[src/rtl/mp_add_seq_64.sv]
// Sequential multi-precision adder front end: OP register -> external 64-bit adder -> RES register.
// Latency 2 cycles at full throughput; a stalled RES holds its word and OP buffers one more before in_ready drops.
module mp_add_seq_64 #(
  parameter int MAX_WORDS = 4,
  parameter int IDX_W     = 2
) (
  input  logic             clk,
  input  logic             rst_n,
  input  logic             in_valid,
  output logic             in_ready,
  input  logic [63:0]      in_a,
  input  logic [63:0]      in_b,
  input  logic             in_cin,
  input  logic             in_first,
  input  logic             in_last,
  output logic [63:0]      add_a,
  output logic [63:0]      add_b,
  output logic             add_cin,
  input  logic [63:0]      add_sum,
  input  logic             add_cout,
  output logic             out_valid,
  input  logic             out_ready,
  output logic [63:0]      out_sum,
  output logic [IDX_W-1:0] out_idx,
  output logic             out_last,
  output logic             out_cout,
  output logic             out_ovf,
  output logic             err_seq
);

  typedef enum logic {IDLE, BUSY} state_t;

  state_t           state_q, state_d;
  logic [IDX_W-1:0] idx_q, idx_d;
  logic             op_valid;
  logic [63:0]      op_a, op_b;
  logic             op_cin, op_first, op_last;
  logic [IDX_W-1:0] op_idx;
  logic             carry_q;

  logic             advance, accept;
  logic             start, at_max, word_last, frame_err;
  logic [IDX_W-1:0] word_idx;

  assign advance  = !out_valid || out_ready;
  assign in_ready = !op_valid || advance;
  assign accept   = in_valid && in_ready;

  // Framing decode of the word currently offered on the input.
  always_comb begin
    state_d   = state_q;
    idx_d     = idx_q;
    start     = in_first || (state_q == IDLE);
    word_idx  = start ? '0 : idx_q;
    at_max    = (word_idx == IDX_W'(MAX_WORDS - 1));
    word_last = in_last || at_max;
    frame_err = ((state_q == IDLE) && !in_first) ||
                ((state_q == BUSY) && in_first)  ||
                (at_max && !in_last);
    if (accept) begin
      state_d = word_last ? IDLE : BUSY;
      idx_d   = word_idx + IDX_W'(1);
    end
  end

  always_ff @(posedge clk or negedge rst_n) begin
    if (!rst_n) begin
      state_q <= IDLE;
      idx_q   <= '0;
    end else begin
      state_q <= state_d;
      idx_q   <= idx_d;
    end
  end

  always_ff @(posedge clk or negedge rst_n) begin
    if (!rst_n) begin
      op_valid <= 1'b0;
      op_a     <= '0;
      op_b     <= '0;
      op_cin   <= 1'b0;
      op_first <= 1'b0;
      op_last  <= 1'b0;
      op_idx   <= '0;
    end else if (in_ready) begin
      op_valid <= in_valid;
      if (accept) begin
        op_a     <= in_a;
        op_b     <= in_b;
        op_cin   <= in_cin;
        op_first <= start;
        op_last  <= word_last;
        op_idx   <= word_idx;
      end
    end
  end

  always_ff @(posedge clk or negedge rst_n) begin
    if (!rst_n) begin
      err_seq <= 1'b0;
    end else if (accept && frame_err) begin
      err_seq <= 1'b1;
    end
  end

  // The carry only ever reaches the next word of the same operand: first words take cin instead.
  assign add_a   = op_a;
  assign add_b   = op_b;
  assign add_cin = op_first ? op_cin : carry_q;

  always_ff @(posedge clk or negedge rst_n) begin
    if (!rst_n) begin
      out_valid <= 1'b0;
      out_sum   <= '0;
      out_idx   <= '0;
      out_last  <= 1'b0;
      out_cout  <= 1'b0;
      out_ovf   <= 1'b0;
      carry_q   <= 1'b0;
    end else if (advance) begin
      if (op_valid) begin
        out_valid <= 1'b1;
        out_sum   <= add_sum;
        out_idx   <= op_idx;
        out_last  <= op_last;
        out_cout  <= op_last & add_cout;
        out_ovf   <= op_last & (op_a[63] == op_b[63]) & (add_sum[63] != op_a[63]);
        carry_q   <= add_cout;
      end else begin
        out_valid <= 1'b0;
      end
    end
  end

endmodule

[config.mk]
export PLATFORM = sky130hd
export DESIGN_NAME = mp_add_seq_64
export DESIGN_NICKNAME = d
export VERILOG_FILES = /design/src/rtl/mp_add_seq_64.sv
export SDC_FILE = /design/constraint.sdc
export NUM_CORES = 1
export LEC_CHECK = 0
export BUFFER_PORTS_ARGS = -buffer_cell sky130_fd_sc_hd__buf_2
export CAP_MARGIN = 5
export CORE_AREA = 2 2 154 156
export DETAILED_ROUTE_END_ITERATION = 10
export DIE_AREA = 0 0 156 158
export MAX_ROUTING_LAYER = met4
export PLACE_DENSITY = 0.66
export SETUP_SLACK_MARGIN = 0.5
export SLEW_MARGIN = 5
export SYNTH_ARGS = -nofsm -noshare
export SYNTH_HDL_FRONTEND = slang
export SYNTH_SLANG_ARGS = --single-unit
[constraint.sdc]
create_clock -name clk -period 1.65 [get_ports clk]
set_input_delay 0.33 -clock clk [delete_from_list [all_inputs] [get_ports clk]]
set_output_delay 0.33 -clock clk [all_outputs]
set_load 0.005 [all_outputs]
# Word level (Yosys, flattened, before mapping)
# Index checks and enable logic that the tools add are counted.
# totals
regBits	209
input_bits	200
output_inout_bits	201
elab_cells	46
# classes
add_sub_neg	1
n_eq_ne	3
n_mux	4
bitwise_logic	4
reduce_logical	17
# op_table
cell	n
1-bit logical OR	6
1-bit logical AND	5
1-bit zero test	4
2-bit AND reduction	2
1-bit bitwise AND	3
1-bit 2-to-1 mux	3
2-bit by 1-bit adder with 2-bit output (second input constant)	1
2-bit == test (second input constant)	1
2-bit 2-to-1 mux	1
1-bit == test	1
1-bit inequality test	1
1-bit inverter	1

# Logic depth before layout (Yosys ltp)
# Gate-level depths: netlist of the first run.
# depth
word_depth	7
depth_mapped	7
depth_no_buf	7

# Least setup slack after synthesis of the first run
# OpenSTA, ideal clock, no wires.
# synth_timing
path_type	input port to flip-flop
from	input port out_ready
to	register op_a[0], in the netlist add_a[0]
setup_time_ns	0.125
arrival_time_ns	1.368
required_time_ns	1.525
path_slack_ns	0.156
cell_stages	5
n_path_buf	2
path_cell_list	nand3b_2 and2_4 buf_8 buf_12 mux2_4
# synth_via
elab_chain_len	4
# synth_rtl
item	line_no	source
start, declared	22	input logic out_ready,
1-bit logical OR *	45	assign advance = !out_valid || out_ready;
1-bit logical OR *	46	assign in_ready = !op_valid || advance;
1-bit logical AND	47	assign accept = in_valid && in_ready;
2-bit AND reduction (no line) *	--	
end signal, assigned	88	op_a <= in_a;
end, declared	36	logic [63:0] op_a, op_b;
# Every way passes the cells marked *; elsewhere a longest branch is shown, timed or not.
# A chain may end at the register's enable or synchronous reset.

# Worst setup path after layout of the first run
# layout_timing
from	register op_first
to	output port add_cin
# layout_via
elab_chain_len	1
# layout_rtl
item	line_no	source
start, declared	37	logic op_cin, op_first, op_last;
start signal, assigned	91	op_first <= start;
1-bit 2-to-1 mux	109	assign add_cin = op_first ? op_cin : carry_q;
end, declared	18	output logic add_cin,
# No other way between the ends.

==> metrics, run 1 <==
share of layout cells above drive strength 1 78.62%; PortBufs 400; Synth cell types 24; largest cells by area after synthesis dfrtp_1 62%, mux2_4 22%, mux2_2 10%; worst min path class in2reg; RSZ-0062 raised after global routing true; pre-CTS setup slack 0.1260 ns; Worst setup EP type output port; Final ANT Viol Nets 0; gpl congestion 0.7567; die height 158 µm; Core Box Area 23050 µm²; global route overflow 0; Power, Total 15620 µW; most common flop cell mapped by yosys dfrtp_1; Starting DRT DRC Count 184; fmax 599.4 MHz; outcome finished with violations; crit-path cells mux2_4 -> buf_6; Synth top area share 61.91%; Tcrit/Tclk final 101.1%; Max-Cap Viols 0; Final Critical Period 1.668 ns; clk buf depth 3; Setup Viol. Count Final 8; cell taking the most area after synthesis dfrtp_1; final WL 24.29 mm; Slew @ Worst Pin 0.2833 ns; Crit path required time 1.32 ns; Slew HR 81.11%; Fill cells 1755; number of global-route vias before repair 6342; most common cell in the netlist dfrtp_1; Num Clock Sinks 209; die area 24650 µm²; synth warn 0; Seq cells post-synth 209; failing checks setup timing; Final nets 1277; Mapped Nets 665; Detailed Place HPWL 14.88 mm; Worst-Skew Late Latency 0.51 ns; antenna violations before repair 2; DRC 0; slowest CP cell dfrtp_1; Gate Count Post-Synth 463; fin util 60.89%; CTS Buf Count 23; largest net degree at the start of global routing 47; wire per inst 17.58 µm; VDD IR-drop max 0.0008135 V; Leak Pwr 0.007447 µW; Die Span X 156 µm; mapped cell area 8448 µm²; setup tns final -0.05432 ns; Crit path buffers/inverters 1; Mean Syn Cell Area 18.25 µm²; FP Rows 56; final instance area 14040 µm²; Area Growth Syn to Fin 66.14%; fin. max-slew vios 0; number of synthesized flops with an enable pin 0; cell family with most CP delay flip-flops; placed instance area 10900 µm²; Setup crit start kind flip-flop; CTS H-tree depth 1; ys async rst share 100.0%; DR vias/cell 4.512; CP max stage delay 0.40 ns; final worst setup slack -0.01838 ns; Final Hold Fails 0; Initial Util 36.65%; Setup Skew 0.009761 ns; IO Count 401; Pre-Repair DR Iteration Count 4; first-pass GRT wire length 34.79 mm; Pwr Density 1113 nW/µm²; via count 6235; register area share after synthesis 61.91%; critical path type reg2out; clock slew at reported path FFs 0.06 ns; largest fanout on the critical path 2; R2R setup slack -0.01 ns; Clock Tree Root clkbuf_16; CP Data Arrival Time 1.34 ns; TritonCTS clock tree yes; top post-synthesis cells by count 209 x dfrtp_1, 124 x mux2_4, 75 x mux2_2; Tot GR Track Use 18.46%
[layout make-up]
class	instances	area, µm²	share of cell area (%)
repair buffers	608	4413	31.44
clock buffers	31	625.6	4.457
diodes	2	5.005	0.03566
inverters	4	15.01	0.1070
flip-flops and latches	209	5231	37.27
well taps	290	362.8	2.585
clock inverters	9	80.08	0.5705
multi-input cells	229	3303	23.53
[final timing paths]
path / from / endpoint / cells after the start
worst max register to register: out_valid / add_a[17] / 8
max in group asynchronous: rst_n / add_b[48] / 3
worst max-delay path: op_first / add_cin / 2
worst min-delay path: add_sum[57] / out_sum[57] / 2
worst min register to register: err_seq / err_seq / 1
min in group asynchronous: rst_n / add_b[3] / 2
[timing repair]
action | in CTS | in global routing
gates cloned | 19 | 1
buffers inserted | 85 | 83
hold buffers | 1 | 0
endpoints found under the setup margin | 408 | 408
pin swaps | 5 | 5
gates resized for setup | 130 | 9
endpoints found under the hold margin | 46 | 0
[metal layers]
| metal | vias up | routed length (µm) | GRT usage, % |
|---|---|---|---|
| met4 | 0 | 505 | 4.762 |
| met1 | 3084 | 9878 | 22.28 |
| met2 | 249 | 12190 | 31.54 |
| met3 | 44 | 1713 | 4.106 |
| met5 | - | 0 | - |
| li1 | 2858 | - | - |
[power by group]
group          internal, µW  leakage, µW  switching, µW
combinational          2940      0.00466           1440
clock                  2820     0.000347           2100
sequential             5910      0.00244            418
[worst register-to-register path, stage by stage, from the launching register on]
cell      delay, ns
dfrtp_1        0.41
nand3b_4       0.09
and2_4         0.15
buf_12         0.12
buf_12         0.13
buf_6          0.11
buf_6          0.11
buf_8          0.13
mux2_4         0.30
[registers in the layout, indices dropped and copies added (netlist names), 2 cells and up]
signal	count
add_b	64
out_idx	2
out_sum	64
idx_q	2
op_idx	2
add_a	64
[logic make-up (layout without fill, tap and decap cells)]
| logic type | after synthesis | in the layout | share of synthesized area [%] |
|---|---|---|---|
| and+or+nand+nor | 15 | 16 | 1.096 |
| buffers and inverters | 26 | 652 | 3.673 |
| DFF | 209 | 209 | 61.91 |
| other | 0 | 2 | 0 |
| muxes | 199 | 199 | 32.04 |
| adders and majority gates | 2 | 2 | 0.2962 |
| AOI/OAI and AO/OA | 12 | 12 | 0.9922 |
[cells in the final DEF, fill, tap and decap left out, drive strengths merged]
cell type and instances:
nor2 2, nand3b 1, nand4 1, nand2b 3, diode 2, clkinvlp 1, o2bb2ai 1, clkinv 6
a21oi 3, bufinv 1, dfrtp 209, nand2 2, o21ai 2, clkbuf 33, nand3 3, a21bo 2
o21a 2, ha 2, dlygate4sd3 1, and3b 1, inv 5, and2 3, mux2 199, buf 605
a21o 2
[through the flow]
step	hold slack, ns	std cells
2_1_floorplan	0.03441	463
3_3_place_gp	0.2458	1151
3_5_place_dp	0.2511	1151
4_1_cts	0.009695	1296
5_1_grt	0.01864	1382
6_report	0.04716	1382
(Power assumes the default switching activity.)
==> run 2: changes to the inputs <==
Settings changed: CTS_CLUSTER_DIAMETER set to 50, SETUP_SLACK_MARGIN 0.5 to unset.
==> metrics, run 2 (synthesized netlist as in run 1, its figures left out) <==
Pwr Density 1269 nW/µm² (+14%); Tot GR Track Use 16.44% (-2.0 points); Leak Pwr 0.006100 µW (-18%); Setup Viol. Count Final 1 (-7); most common cell after layout, fill and taps aside buf_2; commonest non-fill, non-tap cells in the layout 397 x buf_2, 209 x dfrtp_1, 125 x mux2_4, 74 x mux2_2, 27 x clkbuf_16; share of layout cells above drive strength 1 73.78% (-4.8 points); Max-Cap Viols 0 (unchanged); first-pass GRT wire length 31.20 mm (-10%); R2R setup slack 0.10 ns (+0.11 ns); R2R Path Start op_valid; RSZ-0062 raised after global routing true; Detailed Place HPWL 15.20 mm (+2.2%); Slew @ Worst Pin 0.4276 ns (+0.1443 ns); CTS H-tree depth 1 (unchanged); met1 Use GR 19.78% (-2.5 points); slowest CP cell dfrtp_1; largest fanout on the critical path 2 (unchanged); Clock Tree Root clkbuf_16; CP max stage delay 0.40 ns (about the same); via count 5428 (-13%); Power, Total 15110 µW (-3.3%); die area 24650 µm² (unchanged); final worst setup slack -0.02241 ns (-0.004023 ns); CTS Buf Count 26 (+13%); FF-to-FF path depth 5 (-3); cell family with most CP delay flip-flops; Initial Util 36.65% (unchanged); Final Hold Fails 0 (unchanged); setup tns final -0.02241 ns (+0.03191 ns); gpl congestion 0.7657 (+1.2%); Crit path buffers/inverters 1 (unchanged); Num Clock Sinks 209 (unchanged); met3 Use GR 4.216% (+0.11 points); DRC 0 (unchanged); Starting DRT DRC Count 166 (-9.8%); Core Box Area 23050 µm² (unchanged); Tcrit/Tclk final 101.4% (+0.24 points); largest net degree at the start of global routing 46 (-2.1%); Worst-Skew Late Latency 0.51 ns (about the same); Slew HR 71.49% (-9.6 points); final instance area 11910 µm² (-15%); Hold Path Depth 2 (unchanged); Worst Hold Launch in_a[17]; number of global-route vias before repair 5714 (-9.9%); VDD IR-drop max 0.0009723 V (+20%); clk buf depth 3 (unchanged); crit-path cells mux2_4 -> buf_6; PortBufs 400 (unchanged); CP Data Arrival Time 1.34 ns (about the same); M2 GR Usage 27.31% (-4.2 points); fmax 597.9 MHz (-0.24%); Final nets 1105 (-13%); Pre-Repair DR Iteration Count 4 (unchanged); clock slew at reported path FFs 0.06 ns (about the same); worst hold margin 0.03941 ns (-0.007752 ns); final WL 20.51 mm (-16%); Crit path required time 1.32 ns (about the same); fin. max-slew vios 0 (unchanged); Setup crit start kind flip-flop; Area Growth Syn to Fin 40.99%; placed instance area 10910 µm² (+0.13%); fin util 51.67% (-9.2 points); FP Rows 56 (unchanged); Die Span X 156 µm (unchanged); die height 158 µm (unchanged); critical path type reg2out; Final ANT Viol Nets 0 (unchanged); IO Count 401 (unchanged); worst min path class in2reg; Most Crowded Layer GR met2; Setup Skew 0.01138 ns (+0.001616 ns); TritonCTS clock tree yes; failing checks setup timing; Worst setup EP type output port; global route overflow 0 (unchanged); Hold EP add_a[17]; wire per inst 16.87 µm (-4.0%); Final Critical Period 1.672 ns (+0.004023 ns); FF-to-FF End out_sum[39]; antenna violations before repair 3 (+1); DR vias/cell 4.464 (-1.1%); outcome finished with violations
-- run 2: changes by cell type in the layout (fill, tap and decap cells not counted), sizes merged --
cell and change:
clkinv -5, clkinvlp +3, inv +2, buf -173, bufinv +2, clkbuf +5
nand2 -1, diode +1
-- run 2: worst register-to-register path, delay by kind of cell, from the launching register on --
kind,cells,cell delay (ns)
buffers and inverters,3,0.53
DFF,1,0.41
muxes,1,0.38
and+or+nand+nor,1,0.12
-- run 2: through the flow --
stage               setup WS, ns  instances
CTS                     -0.05655       1211
global route            -0.07720       1216
finish                  -0.02241       1216
detailed placement       0.04158       1160
global placement         0.05545       1160
floorplan                 0.1565        463
-- run 2: worst max path at each step --
| stage | cells after the start | slack [ns] | start | to |
|---|---|---|---|---|
| after global placement | 6 | 0.06 | out_ready | add_a[56] |
| after CTS | 2 | -0.06 | op_first | add_cin |
| after floorplan | 5 | 0.16 | out_ready | add_a[0] |
| after detailed placement | 6 | 0.04 | out_ready | add_b[55] |
| final | 2 | -0.02 | op_first | add_cin |
| after global routing | 2 | -0.08 | op_first | add_cin |
-- run 2: report_power, final --
part / leakage, µW / internal, µW / switching, µW
clock: 0.000444 / 3760 / 2210
sequential: 0.00244 / 5910 / 406
combinational: 0.00321 / 1770 / 1060
total: 0.00610 / 11400 / 3680
-- run 2: layer usage --
layer | share of wire [%] | up-vias
li1 | - | 2518
met1 | 40 | 2645
met2 | 50 | 235
met3 | 8.1 | 30
met4 | 2.1 | 0
met5 | 0 | -
-- run 2: cell type report --
type / instances / area, µm²
antenna: 3 / 7.507
clock buffer: 37 / 773.2
clock inverter: 11 / 156.4
fill: 2006 / 11140
inverter: 4 / 15.01
multi-input combinational: 228 / 2923
sequential: 209 / 5230
tap: 290 / 362.8
timing repair buffer: 434 / 2444
-- run 2: what timing repair did --
action                                  in CTS  in global routing
endpoints found under the setup margin       2                  2
hold buffers                                 1                  0
hold endpoints to repair                    36                  0
setup buffers                                2                  2
gates cloned                                 0                  0
gates resized for setup                      3                  2
